===== src/rtl/alu_seq_pkg.sv =====
// Shared definitions for the sequential ALU.
//   - OP_* : 3-bit opcode encodings driven on SELECT.
//   - state_t : control FSM states (IDLE waits for START, EXEC runs the
//     multi-cycle shift / multiply datapath).
package alu_seq_pkg;

  localparam logic [2:0] OP_FWD = 3'b000;
  localparam logic [2:0] OP_ADD = 3'b001;
  localparam logic [2:0] OP_AND = 3'b010;
  localparam logic [2:0] OP_OR  = 3'b011;
  localparam logic [2:0] OP_SUB = 3'b100;
  localparam logic [2:0] OP_SLL = 3'b101;
  localparam logic [2:0] OP_SRA = 3'b110;
  localparam logic [2:0] OP_MUL = 3'b111;

  typedef enum logic {
    IDLE = 1'b0,
    EXEC = 1'b1
  } state_t;

endpackage


===== src/rtl/alu_comb.sv =====
// Combinational single-cycle ALU slice.
// Ports:
//   op       : opcode (FWD/ADD/AND/OR/SUB are decoded here)
//   a, b     : operands
//   y        : result
//   carry    : ADD carry-out, SUB borrow (a < b unsigned), 0 otherwise
//   overflow : ADD/SUB signed overflow, 0 otherwise
// Opcodes not handled here (shifts, MUL) pass operand a through with clear
// flags; that is exactly the result of a shift by zero, which the top
// completes in a single cycle.
module alu_comb
  import alu_seq_pkg::*;
#(
  parameter int WIDTH = 8
) (
  input  logic [2:0]       op,
  input  logic [WIDTH-1:0] a,
  input  logic [WIDTH-1:0] b,
  output logic [WIDTH-1:0] y,
  output logic             carry,
  output logic             overflow
);

  logic [WIDTH:0] sum;
  logic [WIDTH:0] diff;

  // One extra bit catches the carry-out of ADD and the borrow of SUB.
  assign sum  = {1'b0, a} + {1'b0, b};
  assign diff = {1'b0, a} - {1'b0, b};

  always_comb begin
    y        = a;
    carry    = 1'b0;
    overflow = 1'b0;
    case (op)
      OP_FWD: y = b;
      OP_ADD: begin
        y        = sum[WIDTH-1:0];
        carry    = sum[WIDTH];
        overflow = (a[WIDTH-1] == b[WIDTH-1]) && (sum[WIDTH-1] != a[WIDTH-1]);
      end
      OP_AND: y = a & b;
      OP_OR:  y = a | b;
      OP_SUB: begin
        y        = diff[WIDTH-1:0];
        carry    = diff[WIDTH];
        overflow = (a[WIDTH-1] != b[WIDTH-1]) && (diff[WIDTH-1] != a[WIDTH-1]);
      end
      default: begin
        y        = a;
        carry    = 1'b0;
        overflow = 1'b0;
      end
    endcase
  end

endmodule


===== src/rtl/alu_seq.sv =====
// Multi-cycle ALU with START/BUSY/DONE handshake and registered result/flags.
// Ports:
//   CLK, RESET     : clock; synchronous active-high reset
//   START          : request, accepted on an edge where BUSY=0
//   SELECT         : opcode (see alu_seq_pkg)
//   DATA1, DATA2   : operand A / shift source / multiplicand,
//                    operand B / shift amount / multiplier
//   BUSY           : multi-cycle operation in progress
//   DONE           : one-cycle pulse, RESULT and flags were just updated
//   RESULT         : registered result, held until the next DONE
//   ZERO, CARRY, OVERFLOW : status flags registered with RESULT
//   dbg_state      : current FSM state, for observation only
//
// Handshake: a request transfers on a rising edge where START=1 and BUSY=0;
// SELECT/DATA1/DATA2 are captured on that edge only. START while BUSY=1 is
// dropped, not queued. DONE rises for exactly one cycle per accepted request,
// and BUSY is already low in that cycle, so a new START can be accepted there.
module alu_seq
  import alu_seq_pkg::*;
#(
  parameter int WIDTH = 8
) (
  input  logic             CLK,
  input  logic             RESET,
  input  logic             START,
  input  logic [2:0]       SELECT,
  input  logic [WIDTH-1:0] DATA1,
  input  logic [WIDTH-1:0] DATA2,
  output logic             BUSY,
  output logic             DONE,
  output logic [WIDTH-1:0] RESULT,
  output logic             ZERO,
  output logic             CARRY,
  output logic             OVERFLOW,
  output state_t           dbg_state
);

  localparam int SHW = $clog2(WIDTH) + 1;
  localparam logic [WIDTH-1:0] WIDTH_V = WIDTH'(WIDTH);

  state_t state, state_next;

  logic [SHW-1:0]     cnt;
  logic [2:0]         op_q;
  logic [WIDTH-1:0]   mcand;
  logic [2*WIDTH-1:0] acc;

  logic [SHW-1:0]     amt;
  logic               is_mul;
  logic               is_shift;
  logic               is_multi;
  logic               load_single;
  logic               load_exec;
  logic               finish;

  logic [WIDTH-1:0]   comb_y;
  logic               comb_carry;
  logic               comb_ovf;

  logic [WIDTH:0]     mul_sum;
  logic [WIDTH-1:0]   sh_next;
  logic [2*WIDTH-1:0] step;

  logic [WIDTH-1:0]   result_q;
  logic               done_q;
  logic               zero_q;
  logic               carry_q;
  logic               ovf_q;

  alu_comb #(.WIDTH(WIDTH)) u_comb (
    .op       (SELECT),
    .a        (DATA1),
    .b        (DATA2),
    .y        (comb_y),
    .carry    (comb_carry),
    .overflow (comb_ovf)
  );

  // Any shift amount of WIDTH or more behaves like WIDTH: SLL empties the
  // word, SRA fills it with the sign bit.
  assign amt      = (DATA2 >= WIDTH_V) ? SHW'(WIDTH) : DATA2[SHW-1:0];
  assign is_mul   = (SELECT == OP_MUL);
  assign is_shift = (SELECT == OP_SLL) || (SELECT == OP_SRA);
  assign is_multi = is_mul || (is_shift && (amt != '0));

  // Shift-add multiply: acc = {partial product, remaining multiplier bits}.
  // Each step adds the multiplicand into the upper half when the current
  // multiplier LSB is set, then shifts the whole accumulator right by one.
  assign mul_sum = {1'b0, acc[2*WIDTH-1:WIDTH]} + {1'b0, (acc[0] ? mcand : '0)};

  // Shift operand lives in the low half of acc; one bit per edge.
  assign sh_next = (op_q == OP_SLL) ? {acc[WIDTH-2:0], 1'b0}
                                    : {acc[WIDTH-1], acc[WIDTH-1:1]};

  assign step = (op_q == OP_MUL) ? {mul_sum, acc[WIDTH-1:1]}
                                 : {{WIDTH{1'b0}}, sh_next};

  always_ff @(posedge CLK) begin
    if (RESET) state <= IDLE;
    else       state <= state_next;
  end

  always_comb begin
    state_next  = state;
    load_single = 1'b0;
    load_exec   = 1'b0;
    finish      = 1'b0;
    case (state)
      IDLE: begin
        if (START) begin
          if (is_multi) begin
            load_exec  = 1'b1;
            state_next = EXEC;
          end else begin
            load_single = 1'b1;
          end
        end
      end
      EXEC: begin
        if (cnt == SHW'(1)) begin
          finish     = 1'b1;
          state_next = IDLE;
        end
      end
      default: state_next = IDLE;
    endcase
  end

  always_ff @(posedge CLK) begin
    if (RESET) begin
      cnt      <= '0;
      op_q     <= OP_FWD;
      mcand    <= '0;
      acc      <= '0;
      result_q <= '0;
      done_q   <= 1'b0;
      zero_q   <= 1'b1;
      carry_q  <= 1'b0;
      ovf_q    <= 1'b0;
    end else begin
      done_q <= 1'b0;

      if (load_single) begin
        result_q <= comb_y;
        zero_q   <= (comb_y == '0);
        carry_q  <= comb_carry;
        ovf_q    <= comb_ovf;
        done_q   <= 1'b1;
      end

      if (load_exec) begin
        op_q  <= SELECT;
        cnt   <= is_mul ? SHW'(WIDTH) : amt;
        mcand <= DATA1;
        acc   <= {{WIDTH{1'b0}}, (is_mul ? DATA2 : DATA1)};
      end

      if (state == EXEC) begin
        acc <= step;
        cnt <= cnt - SHW'(1);
      end

      if (finish) begin
        result_q <= step[WIDTH-1:0];
        zero_q   <= (step[WIDTH-1:0] == '0);
        carry_q  <= 1'b0;
        ovf_q    <= (op_q == OP_MUL) ? (step[2*WIDTH-1:WIDTH] != '0) : 1'b0;
        done_q   <= 1'b1;
      end
    end
  end

  assign BUSY      = (state == EXEC);
  assign DONE      = done_q;
  assign RESULT    = result_q;
  assign ZERO      = zero_q;
  assign CARRY     = carry_q;
  assign OVERFLOW  = ovf_q;
  assign dbg_state = state;

endmodule

===== config.mk =====
export PLATFORM = sky130hd
export DESIGN_NAME = alu_seq
export DESIGN_NICKNAME = d
export VERILOG_FILES = /design/src/rtl/alu_seq_pkg.sv /design/src/rtl/alu_comb.sv /design/src/rtl/alu_seq.sv
export SDC_FILE = /design/constraint.sdc
export NUM_CORES = 1
export LEC_CHECK = 0
export ABC_AREA = 1
export CAP_MARGIN = 30
export CORE_MARGIN = 2
export CORE_UTILIZATION = 45
export CTS_BUF_LIST = sky130_fd_sc_hd__clkbuf_16
export CTS_CLUSTER_DIAMETER = 150
export CTS_CLUSTER_SIZE = 10
export DETAILED_ROUTE_END_ITERATION = 8
export PLACE_DENSITY = 0.76
export SLEW_MARGIN = 20
export SYNTH_ARGS = -nofsm -noshare
export SYNTH_HDL_FRONTEND = slang
export SYNTH_SLANG_ARGS = --single-unit
export TNS_END_PERCENT = 30

===== constraint.sdc =====
create_clock -name CLK -period 2.7 [get_ports CLK]
set_input_delay 0.27 -clock CLK [delete_from_list [all_inputs] [get_ports CLK]]
set_output_delay 0.27 -clock CLK [all_outputs]
set_load 0.1 [all_outputs]

* Word level (Yosys, flattened, before mapping)
Cells that the tools add are included.
** Cells by class
- $add $sub $neg :: 4
- $lt $le $gt $ge :: 1
- Equality and inequality tests :: 14
- Multiplexer cells :: 32
- Bitwise logic cells :: 3
- Reductions and logical operators :: 13
** Operators by type and width (count)
- $mux 16 :: 3
- $mux 8 :: 5
- $pmux 8 s5 :: 1
- $add 8x8->9 :: 2
- $eq 3x3->1 const B :: 6
- $logic_not 8->1 :: 2
- $mux 1 :: 16
- $mux 4 :: 4
- $sub 8x8->9 :: 1
- $and 8x8->8 :: 1
- $ge 8x4->1 const B :: 1
- $or 8x8->8 :: 1
- $reduce_bool 8->1 :: 1
- $eq 3x2->1 const B :: 2
- $pmux 1 s2 :: 3
- $eq 4x1->1 const B :: 1
- $reduce_bool 2->1 :: 2
- $reduce_bool 4->1 :: 1
- $sub 4x1->4 const B :: 1
- $eq 3x1->1 const B :: 1
- $logic_and 1x1->1 :: 3
- $logic_not 3->1 :: 1
- $ne 1x1->1 :: 3
- $logic_or 1x1->1 :: 2
- other kinds (3) :: 3
** Storage, ports and cells
- Flip-flop bits (word level) :: 44
- Input port bits :: 22
- Output and inout bits :: 14
- Word-level logic and storage cells :: 77

* Depth between registers and ports, before layout
Gate-level depths: netlist of the first run.
- Depth after elaboration :: 10
- Gate-level depth with buffers :: 17
- Depth with buffers taken out :: 17

* Hierarchy
A second synthesis of the first run with hierarchy kept.
** Second synthesis, totals
- Cell total of the unflattened synthesis :: 642
- Area, all modules :: 4010.1 um2
** Modules (own cells, without submodules)
- alu_seq :: instances 1, cells an instance 412, area each 2730.1 um2, seq. area each 880.8 um2
- alu_comb :: instances 1, cells an instance 230, area each 1280.0 um2, seq. area each 0.0 um2

* Least setup slack after synthesis of the first run
No wires, ideal clock.
- Kind :: reg2reg
- From :: reg state, in the netlist BUSY
- To :: reg zero_q, in the netlist ZERO
- Arrival time :: 2.136 ns
- Setup slack :: 0.507 ns
- Stages on the path, launching flop included :: 8
- Buffers on the path :: 0
- Period minus slack after synthesis :: 2.193 ns
- Path through :: dfxtp_1 -> nand4_2 -> inv_2 -> nand2_1 -> nor4_1 -> o21bai_1 -> nand2_1 -> nand2_1
** Between the ends
- Longest elaborated chain between the ends :: 2
** Ends and longest elaborated chain
- from (decl) :: RTL line alu_seq.sv:41 : state_t state, state_next;
- from (signal assigned) :: RTL line alu_seq.sv:100 : else state <= state_next;
- $mux 1 :: RTL line alu_seq.sv:108 : case (state)
- $mux 1 / $reduce_bool 2->1 (equally long branches)
- to (signal assigned) :: RTL line alu_seq.sv:145 : zero_q <= (comb_y == '0);
- to (signal assigned) :: RTL line alu_seq.sv:165 : zero_q <= (step[WIDTH-1:0] == '0);
- to (decl) :: RTL line alu_seq.sv:66 : logic zero_q;
Several ways; a longest one is shown, not always the timed one.
A chain may end at the register's enable or synchronous reset.

* Worst setup path in the final report of the first run
- From :: reg acc[0]
- To :: reg ovf_q, in the netlist OVERFLOW
** Between the ends
- Longest elaborated chain between the ends :: 6
** Ends and longest elaborated chain
- from (decl) :: RTL line alu_seq.sv:46 : logic [2*WIDTH-1:0] acc;
- from (signal assigned) :: RTL line alu_seq.sv:155 : acc <= {{WIDTH{1'b0}}, (is_mul ? DATA2 : DATA1)};
- from (signal assigned) :: RTL line alu_seq.sv:159 : acc <= step;
- $mux 8 :: RTL line alu_seq.sv:89 : assign mul_sum = {1'b0, acc[2*WIDTH-1:WIDTH]} + {1'b0, (acc[0] ? mcand : '0)};
- $add 8x8->9 :: RTL line alu_seq.sv:89
- $mux 16 :: RTL line alu_seq.sv:95 : assign step = (op_q == OP_MUL) ? {mul_sum, acc[WIDTH-1:1]}
- $reduce_bool 8->1 :: RTL line alu_seq.sv:167 : ovf_q <= (op_q == OP_MUL) ? (step[2*WIDTH-1:WIDTH] != '0) : 1'b0;
- $mux 1 :: RTL line alu_seq.sv:167
- $mux 1 :: RTL line alu_seq.sv:163 : if (finish) begin
- to (signal assigned) :: RTL line alu_seq.sv:147 : ovf_q <= comb_ovf;
- to (signal assigned) :: RTL line alu_seq.sv:167
- to (decl) :: RTL line alu_seq.sv:68 : logic ovf_q;
No other way between the ends.

==> impl_metrics.py, run 1 <==
metrics = {
    "cts": {
        "clock_tree.root_cell": "sky130_fd_sc_hd__clkbuf_16",
        "ctsResizeCount": 0,
        "clock_pin_transition_on_the_worst_setup_and_hold_timing_paths_ns": 0.07,
        "cts.sink_count": 44,
        "tritoncts.num_buffers": 5,
        "cts_tree": "done",
        "clock_path_buffers": 2,
        "ctsHoldBuffers": 0,
        "cts_post_setup_buffers_inserted": 0,
        "worstSkewPairLatency_ns": 0.28,
        "htreeDepth": 2,
    },
    "layout": {
        "most-common-layout-cells": "166 x sky130_fd_sc_hd__nand2_1, 90 x sky130_fd_sc_hd__inv_1, 63 x sky130_fd_sc_hd__nand3_1, 55 x sky130_fd_sc_hd__a21oi_1, 48 x sky130_fd_sc_hd__nor2_1",
        "drive_above_1_share_pct": 8.79,
        "final_common_cell": "sky130_fd_sc_hd__nand2_1",
        "fin_nets": 719,
        "antennaDiodeCount": 0,
        "instances_no_fill": 765,
        "synthToLayoutAreaGrowth_pct": 16.2,
    },
    "die": {
        "placement_rows": 33,
        "design.portCount": 36,
        "fp.dieH_um": 96.2,
        "initial_utilization_pct": 46.6,
        "design.core.area_um2": 8220,
        "die_width_um": 96.2,
        "die_area_um2": 9260,
    },
    "worst_setup_path": {
        "path_class": "register to register",
        "critical_path_peak_fanout": 10,
        "cp_data_required_time_ns": 2.87,
        "ff2ff_setup_slack_ns": 0.33,
        "critical_path_arrival_ns": 2.55,
        "timing.critical_path.from_type": "register",
        "critical_path_end_type": "register",
    },
    "drt": {
        "routed_wirelength_mm": 11.2,
        "antenna_violating_nets_post_route": 0,
        "viasPerCell": 5.52,
        "drt_pass_1_iters": 5,
        "routed-via-count": 4220,
        "dr.first_iter.drc_count": 416,
        "wl_per_cell_um": 14.6,
        "drc_errors": 0,
    },
    "global_routing": {
        "groute.usage.overall_pct": 25.1,
        "antenna_found_initial": 0,
        "grt.overflow.total": 0,
        "grt_pass1_wl_mm": 18.2,
        "grt_max_degree": 29,
        "first_global_vias": 3887,
    },
    "outcome": {
        "status": "complete, no violations",
    },
    "sta": {
        "tightest_slew_ns": 0.618,
        "post-route-min-period_ns": 2.37,
        "final_setup_fails": 0,
        "layout_worst_path_cycle_share_pct": 88.0,
        "max_freq_mhz": 421,
        "grt_setup_unrepaired": "false",
        "finalWorstSetupSlack_ns": 0.325,
        "slew_violations": 0,
        "post_route_skew_ns": 0.00578,
        "finalHoldViolations": 0,
        "max-slew-margin-rel_pct": 58.8,
        "totalNegativeSetupSlack_ns": 0,
        "hold_slack_ns": 0.469,
    },
    "pwr": {
        "peak_supply_drop_v": 0.000385,
        "cellLeakagePower_nw": 2.24,
        "cellPowerDensity_nw_per_um2": 438,
        "total_power_mw": 1.95,
    },
    "yosys": {
        "synth_fp_nets": 678,
        "synth.ff_latch_count": 44,
        "synth.avg_cell_area_um2": 6.19,
        "summed_instance_area_of_the_synthesized_netlist_um2": 3830,
        "ys_seq_area_share_pct": 23.0,
        "netlist-cell-type-count": 37,
        "syn-instance-count": 618,
        "synthesis.yosys.warnings": 0,
    },
    "placement": {
        "gp_routability_congestion": 0.962,
        "place_hpwl_mm": 8.60,
        "port_buffers": 35,
        "pre_cts_ws_ns": 0.126,
        "placed_cells_incl_taps": 757,
    },
    "job": {
        "timing.max_cap.violations": 0,
    },
    "worst_hold_path": {
        "worstHoldPathType": "register to register",
    },
}
## state kept, by name, summed over array words and instances (netlist names)
signal,cells
RESULT,8
CARRY,1
cnt,4
BUSY,1
mcand,8
OVERFLOW,1
acc,16
ZERO,1
DONE,1
op_q,3
## cell families (layout without fill, tap and decap cells)
group,after synthesis,after routing,share of synthesized area [%]
flops,44,44,23.0
simple gates,307,307,35.8
buf+inv,113,155,11.9
compound gates,116,116,16.3
fa+ha+maj,38,38,13.0
## cells in the mapped netlist, drive strengths merged
| cell | instances | area, um^2 |
|---|---|---|
| nor3 | 2 | 10.0 |
| nor2 | 53 | 254 |
| nand2 | 171 | 664 |
| nand3 | 64 | 325 |
| o21a | 1 | 7.51 |
| a211o | 1 | 8.76 |
| clkbuf | 9 | 33.8 |
| o211ai | 2 | 15.0 |
| o21ai | 40 | 204 |
| nand3b | 2 | 15.0 |
| nor4 | 1 | 6.26 |
| a22oi | 1 | 7.51 |
| inv | 97 | 364 |
| dfxtp | 44 | 881 |
| o221ai | 1 | 8.76 |
| buf | 7 | 56.3 |
| a211oi | 1 | 7.51 |
| o21bai | 2 | 15.0 |
| or2 | 2 | 12.5 |
| a31oi | 9 | 56.3 |
| o22ai | 3 | 18.8 |
| a21oi | 55 | 275 |
| fa | 3 | 60.1 |
| ha | 35 | 438 |
| nand4 | 12 | 81.3 |
## final timing paths
kind               start  endpoint  cells past startpoint
setup / recovery  acc[0]  OVERFLOW                     15
hold / removal    acc[7]    acc[7]                      2
setup reg to reg  acc[0]  OVERFLOW                     15
hold reg to reg   acc[7]    acc[7]                      2
## final cells by class
| type | count | area [um^2] |
|---|---|---|
| Fill cell | 786 | 3770 |
| Multi-Input combinational cell | 461 | 2490 |
| Sequential cell | 44 | 881 |
| Timing Repair Buffer | 50 | 428 |
| Inverter | 97 | 364 |
| Tap cell | 105 | 131 |
| Clock buffer | 5 | 125 |
| Clock inverter | 3 | 23.8 |
## per-layer routing
| layer | track usage [%] | routed length, um | part of all wire, % |
|---|---|---|---|
| met3 | 4.15 | 901 | 8.1 |
| met1 | 32.6 | 4720 | 42 |
| met5 | 0 | 0 | 0 |
| met4 | 7.38 | 324 | 2.9 |
| met2 | 42.4 | 5230 | 47 |
## stage by stage
stage / instance area (um^2) / utilization [%]
2_1_floorplan: 3830 / -
3_3_place_gp: 4300 / 52.3
3_5_place_dp: 4300 / 52.3
4_1_cts: 4440 / 54.1
5_1_grt: 4440 / 54.1
6_report: 4440 / 54.1
## critical path, cell delays in order (launching register included)
cell and delay, ns:
sky130_fd_sc_hd__dfxtp_1 0.49, sky130_fd_sc_hd__nand2_1 0.08, sky130_fd_sc_hd__inv_1 0.06, sky130_fd_sc_hd__ha_1 0.15, sky130_fd_sc_hd__inv_1 0.06, sky130_fd_sc_hd__fa_1 0.36
sky130_fd_sc_hd__inv_1 0.09, sky130_fd_sc_hd__nand3_1 0.09, sky130_fd_sc_hd__a21oi_1 0.17, sky130_fd_sc_hd__o21ai_0 0.11, sky130_fd_sc_hd__nand3_1 0.10, sky130_fd_sc_hd__nand2_1 0.07
sky130_fd_sc_hd__nor2_1 0.10, sky130_fd_sc_hd__nand3_1 0.14, sky130_fd_sc_hd__nand2_1 0.12, sky130_fd_sc_hd__a21oi_1 0.07
## report_power, final
part	total (mW)	switching [mW]	internal, mW
logic	0.616	0.429	0.187
clock network	0.611	0.266	0.344
registers	0.721	0.0321	0.689
Note: power is estimated with default switching activity, not from simulation.
==> run 2: changes to the inputs <==
Settings changed: CORE_MARGIN 2 to 3.
==> run 2 against run 1 <==
  * First-iteration DRC count decreased by 7.5%
  * Critical endpoint unchanged
  * Largest power group unchanged
  * Global-route usage down 1.7 points
  * Critical path depth unchanged
==> impl_metrics.py, run 2 (synthesis results as in run 1) <==
metrics = {
    "layout": {
        "drive_above_1_share_pct": 8.79,
        "fillerInstances": 790,
        "antennaDiodeCount": 0,
        "fin_nets": 719,
        "most-common-layout-cells": "166 x sky130_fd_sc_hd__nand2_1, 90 x sky130_fd_sc_hd__inv_1, 63 x sky130_fd_sc_hd__nand3_1, 55 x sky130_fd_sc_hd__a21oi_1, 48 x sky130_fd_sc_hd__nor2_1",
        "final_common_cell": "sky130_fd_sc_hd__nand2_1",
        "final_util_pct": 54.4,
        "fin_area_um2": 4470,
        "synthToLayoutAreaGrowth_pct": 16.7,
        "registers.top_by_ff_count": "acc",
        "largest_reg_flops": 16,
    },
    "placement": {
        "place_hpwl_mm": 8.68,
        "gp_routability_congestion": 1.01,
        "port_buffers": 35,
        "post_dp_cell_area_um2": 4300,
    },
    "cts": {
        "cts_post_setup_buffers_inserted": 0,
        "worstSkewPairLatency_ns": 0.29,
        "cts_tree": "done",
        "clock_tree.root_cell": "sky130_fd_sc_hd__clkbuf_16",
        "cts.sink_count": 44,
        "clock_path_buffers": 2,
        "tritoncts.num_buffers": 5,
        "ctsResizeCount": 0,
        "htreeDepth": 2,
        "clock_pin_transition_on_the_worst_setup_and_hold_timing_paths_ns": 0.07,
        "ctsHoldBuffers": 0,
    },
    "sta": {
        "layout_worst_path_cycle_share_pct": 88.4,
        "max_freq_mhz": 419,
        "totalNegativeSetupSlack_ns": 0,
        "tightest_slew_ns": 0.609,
        "grt_setup_unrepaired": "false",
        "hold_slack_ns": 0.467,
        "finalHoldViolations": 0,
        "final_setup_fails": 0,
        "post_route_skew_ns": 0.00451,
        "max-slew-margin-rel_pct": 59.3,
        "slew_violations": 0,
        "post-route-min-period_ns": 2.39,
    },
    "die": {
        "design.core.area_um2": 8220,
        "die_width_um": 98.2,
        "placement_rows": 33,
        "initial_utilization_pct": 46.6,
        "fp.dieH_um": 98.2,
        "design.portCount": 36,
        "die_area_um2": 9650,
    },
    "drt": {
        "drc_errors": 0,
        "dr.first_iter.drc_count": 385,
        "viasPerCell": 5.56,
        "antenna_violating_nets_post_route": 0,
        "wl_per_cell_um": 14.6,
        "routed-via-count": 4257,
        "routed_wirelength_mm": 11.2,
        "drt_pass_1_iters": 5,
    },
    "worst_setup_path": {
        "critical_path.n_buffers_inverters": 3,
        "timing.critical_path.from_type": "register",
        "cpPeakStageDelay_ns": 0.51,
        "critical_path_peak_fanout": 10,
        "cpMaxStageDelayCell": "sky130_fd_sc_hd__dfxtp_1",
        "critical-path-top-delay-family": "simple AND/OR/NAND/NOR gates",
        "cp_data_required_time_ns": 2.88,
        "critical_path_end_type": "register",
        "worstPathCellList": "nand2_1 > inv_1 > ha_1 > inv_1 > fa_1 > inv_1 > nand3_1 > a21oi_1 > o21ai_0 > nand3_1 > nand2_1 > nor2_1 > nand3_1 > nand2_1 > a21oi_1",
        "critical_path_arrival_ns": 2.56,
        "path_class": "register to register",
    },
    "pwr": {
        "peak_supply_drop_v": 0.000320,
        "total_power_mw": 2.05,
        "cellLeakagePower_nw": 2.26,
        "cellPowerDensity_nw_per_um2": 460,
    },
    "global_routing": {
        "grt_max_degree": 29,
        "first_global_vias": 4017,
        "antenna_found_initial": 0,
        "groute.usage.overall_pct": 23.4,
        "grt_pass1_wl_mm": 18.8,
        "grt.overflow.total": 0,
    },
    "worst_hold_path": {
        "worstHoldPathType": "register to register",
    },
    "job": {
        "timing.max_cap.violations": 0,
    },
    "outcome": {
        "status": "complete, no violations",
    },
}
-- run 2: cell types whose count changed in the layout (fill, tap and decap cells not counted), sizes merged --
cell / change
clkinvlp: -1
bufinv: +1
inv: +1
clkinv: -1
-- run 2: final timing paths --
kind	startpoint	endpoint	slack, ns	cells past startpoint
hold / removal	RESULT[0]	RESULT[0]	0.47	2
setup reg to reg	acc[0]	OVERFLOW	0.31	15
hold reg to reg	RESULT[0]	RESULT[0]	0.47	2
setup / recovery	acc[0]	OVERFLOW	0.31	15
-- run 2: worst register-to-register path: stages (launching register included) --
cell	delay, ns
sky130_fd_sc_hd__dfxtp_1	0.51
sky130_fd_sc_hd__nand2_1	0.10
sky130_fd_sc_hd__inv_1	0.06
sky130_fd_sc_hd__ha_1	0.15
sky130_fd_sc_hd__inv_1	0.05
sky130_fd_sc_hd__fa_1	0.35
sky130_fd_sc_hd__inv_1	0.09
sky130_fd_sc_hd__nand3_1	0.09
sky130_fd_sc_hd__a21oi_1	0.16
sky130_fd_sc_hd__o21ai_0	0.12
sky130_fd_sc_hd__nand3_1	0.09
sky130_fd_sc_hd__nand2_1	0.06
sky130_fd_sc_hd__nor2_1	0.10
sky130_fd_sc_hd__nand3_1	0.13
sky130_fd_sc_hd__nand2_1	0.12
sky130_fd_sc_hd__a21oi_1	0.07
-- run 2: per-stage QoR --
stage / setup WS (ns) / cells
global placement: 0.151 / 757
CTS: 0.346 / 765
floorplan: 0.507 / 618
global route: 0.0328 / 765
detailed placement: 0.0920 / 757
finish: 0.313 / 765
-- run 2: layer usage --
layer | wire (um) | track usage [%] | part of all wire [%] | vias to the layer above
met5 | 0 | 0 | 0 | -
met4 | 295 | 7.88 | 2.6 | 0
met3 | 977 | 4.50 | 8.7 | 35
met2 | 5140 | 38.0 | 46 | 209
met1 | 4780 | 31.3 | 43 | 1920
li1 | - | - | - | 2093
-- run 2: cell type report --
type / instances / area (um^2) / area share, %
clock buffer: 5 / 125 / 2.80
clock inverter: 3 / 46.3 / 1.04
inverter: 97 / 364 / 8.15
multi-input combinational: 461 / 2490 / 55.8
sequential: 44 / 881 / 19.7
tap: 105 / 131 / 2.94
timing repair buffer: 50 / 428 / 9.58
-- run 2: report_power, final --
part	internal [mW]	switching, mW	leakage, nW
clock	0.440	0.274	0.0804
sequential	0.689	0.0325	0.359
combinational	0.187	0.430	1.82
total	1.32	0.736	2.26
==> run 3: changes to the inputs <==
--- a/config.mk
+++ b/config.mk
@@ -15,2 +15,3 @@
 export DETAILED_ROUTE_END_ITERATION = 8
+export GPL_TIMING_DRIVEN = 1
 export PLACE_DENSITY = 0.76
==> constraint.sdc (replaced) <==
create_clock -name CLK -period 2.7 [get_ports CLK]
set_input_delay 0.675 -clock CLK [delete_from_list [all_inputs] [get_ports CLK]]
set_output_delay 0.675 -clock CLK [all_outputs]
set_load 0.1 [all_outputs]
==> run 3 against run 2 <==
  * Clock skew is 0.0024 ns higher
  * Via count grew 3.9%
  * Combinational power up 13%
  * Critical path type is now input pin to register
  * Largest cell class unchanged
==> impl_metrics.py, run 3 (synthesis results as in run 1) <==
metrics = {
    "outcome": {
        "status": "complete, no violations",
    },
    "worst_setup_path": {
        "cpPeakStageDelay_ns": 0.50,
        "worstSetupStartpoint": "DATA2[2]",
        "critical-path-top-delay-family": "buffers and inverters",
        "cp_data_required_time_ns": 2.92,
        "cpMaxStageDelayCell": "sky130_fd_sc_hd__clkdlybuf4s50_1",
        "ff_to_ff_end": "OVERFLOW",
        "worstPathCellList": "clkdlybuf4s50_1 > inv_1 > ha_1 > inv_2 > nand2_1 > nand4_1 > buf_4 > nand3_1 > nand3_1 > o21ai_0 > o21ai_0 > a21oi_1",
        "endpoint": "OVERFLOW",
        "critical_path_arrival_ns": 2.72,
        "path_class": "input pin to register",
        "crit_cells": 12,
        "timing.critical_path.from_type": "input pin",
        "ff2ff_setup_slack_ns": 0.28,
        "r2r_start": "acc[0]",
        "r2r_cells": 15,
        "critical_path.n_buffers_inverters": 4,
        "critical_path_end_type": "register",
        "critical_path_peak_fanout": 4,
    },
    "drt": {
        "routed-via-count": 4421,
        "wl_met1_mm": 4.88,
        "drc_errors": 0,
        "routed_wirelength_mm": 11.7,
        "drt_pass_1_iters": 5,
        "dr.first_iter.drc_count": 325,
        "antenna_violating_nets_post_route": 0,
        "routed.top_layer": "met4",
        "total_met2_wirelength_after_detailed_routing_mm": 5.62,
        "viasPerCell": 5.45,
        "dr_wl_met3_um": 928,
        "wl_per_cell_um": 14.4,
    },
    "sta": {
        "slew_violations": 0,
        "grt_setup_unrepaired": "false",
        "layout_worst_path_cycle_share_pct": 92.8,
        "final_setup_fails": 0,
        "max-slew-margin-rel_pct": 72.6,
        "max_freq_mhz": 399,
        "tightest_slew_ns": 0.410,
        "post-route-min-period_ns": 2.51,
        "post_route_skew_ns": 0.00690,
        "hold_slack_ns": 0.465,
        "finalHoldViolations": 0,
    },
    "layout": {
        "registers.top_by_ff_count": "acc",
        "drive_above_1_share_pct": 16.0,
        "instances_no_fill": 811,
        "fillerInstances": 737,
        "most-common-layout-cells": "165 x sky130_fd_sc_hd__nand2_1, 86 x sky130_fd_sc_hd__inv_1, 74 x sky130_fd_sc_hd__buf_4, 63 x sky130_fd_sc_hd__nand3_1, 55 x sky130_fd_sc_hd__a21oi_1",
        "synthToLayoutAreaGrowth_pct": 26.3,
        "final_common_cell": "sky130_fd_sc_hd__nand2_1",
        "multi_input_area_um2": 2500,
        "final-seq-area_um2": 881,
        "antennaDiodeCount": 0,
        "fin_nets": 766,
        "largest_reg_flops": 16,
    },
    "cts": {
        "cts_tree": "done",
        "worstSkewPairLatency_ns": 0.29,
        "cts.sink_count": 44,
        "tritoncts.num_buffers": 5,
        "clock_pin_transition_on_the_worst_setup_and_hold_timing_paths_ns": 0.06,
        "clock_path_buffers": 2,
        "htreeDepth": 2,
        "clock_tree.root_cell": "sky130_fd_sc_hd__clkbuf_16",
    },
    "die": {
        "initial_utilization_pct": 46.6,
        "design.core.area_um2": 8220,
        "fp.dieH_um": 98.2,
        "placement_rows": 33,
        "die_width_um": 98.2,
        "die_area_um2": 9650,
        "design.portCount": 36,
    },
    "worst_hold_path": {
        "worstHoldPathType": "register to register",
    },
    "placement": {
        "port_buffers": 35,
        "placed_cells_incl_taps": 803,
        "place_hpwl_mm": 9.15,
        "gp_routability_congestion": 0.945,
    },
    "global_routing": {
        "antenna_found_initial": 0,
        "grt_pass1_wl_mm": 19.5,
        "grt_max_degree": 29,
        "groute.usage.overall_pct": 24.3,
        "first_global_vias": 4219,
        "grt.overflow.total": 0,
    },
    "pwr": {
        "cellLeakagePower_nw": 2.50,
        "cellPowerDensity_nw_per_um2": 414,
        "peak_supply_drop_v": 0.000390,
    },
    "job": {
        "timing.max_cap.violations": 0,
    },
}
==> run 3: changes by cell type in the layout (fill, tap and decap cells not counted), sizes merged <==
cell           delta
buf              +47
bufinv            -1
clkdlybuf4s50     -4
clkinv            +1
dlymetal6s2s      +4
inv               -1
==> run 3: power breakdown <==
| part | total (mW) | leakage, nW | switching, mW | internal [mW] |
|---|---|---|---|---|
| combinational | 0.697 | 2.08 | 0.448 | 0.249 |
| sequential | 0.718 | 0.359 | 0.0290 | 0.689 |
| clock | 0.584 | 0.0657 | 0.248 | 0.336 |
==> run 3: worst min-delay path by stage <==
stage | from | endpoint | slack (ns) | depth (start not counted)
floorplan | acc[11] | acc[11] | 0.44 | 2
global placement | acc[11] | acc[11] | 0.45 | 2
detailed placement | acc[2] | acc[2] | 0.46 | 2
CTS | acc[2] | acc[2] | 0.47 | 2
global route | acc[11] | acc[11] | 0.49 | 2
finish | acc[11] | acc[11] | 0.46 | 2
==> run 3: final cells by class <==
type / count / area share, %
tap: 105 / 2.72
timing repair buffer: 97 / 16.9
sequential: 44 / 18.2
multi-input combinational: 461 / 51.8
clock inverter: 2 / 0.259
clock buffer: 5 / 2.59
inverter: 97 / 7.53
==> run 3: through the flow <==
step	total power, mW	setup TNS (ns)	cell area (um^2)	setup WS (ns)	utilization, %
2_1_floorplan	1.16	0	3830	0.462	-
3_3_place_gp	1.40	-0.346	4670	-0.131	56.8
3_5_place_dp	1.41	-0.673	4670	-0.205	56.8
4_1_cts	1.98	0	4800	0.0777	58.5
5_1_grt	2.09	0	4830	0.0127	58.8
6_report	2.00	0	4830	0.195	58.8
==> run 3: metal layers <==
metal / up-vias / GRT usage [%]
met3: 26 / 3.64
li1: 2185 / -
met5: - / 0
met4: 0 / 7.14
met2: 198 / 41.9
met1: 2012 / 31.3
==> run 3: worst register-to-register path, cell delays in order (launching register included) <==
cell	delay, ns
sky130_fd_sc_hd__dfxtp_1	0.55
sky130_fd_sc_hd__nand2_1	0.09
sky130_fd_sc_hd__inv_1	0.07
sky130_fd_sc_hd__ha_1	0.16
sky130_fd_sc_hd__inv_1	0.06
sky130_fd_sc_hd__fa_1	0.35
sky130_fd_sc_hd__inv_1	0.10
sky130_fd_sc_hd__nand3_1	0.10
sky130_fd_sc_hd__a21oi_1	0.15
sky130_fd_sc_hd__o21ai_0	0.12
sky130_fd_sc_hd__nand3_1	0.10
sky130_fd_sc_hd__nand2_1	0.06
sky130_fd_sc_hd__nor2_1	0.12
sky130_fd_sc_hd__nand3_1	0.12
sky130_fd_sc_hd__nand2_1	0.10
sky130_fd_sc_hd__a21oi_1	0.06
==> run 3: timing repair <==
action                                  in CTS  in global routing
hold buffers                                 0                  0
buffers inserted                             0                  1
resized for setup                            0                 13
endpoints found under the setup margin       0                  4
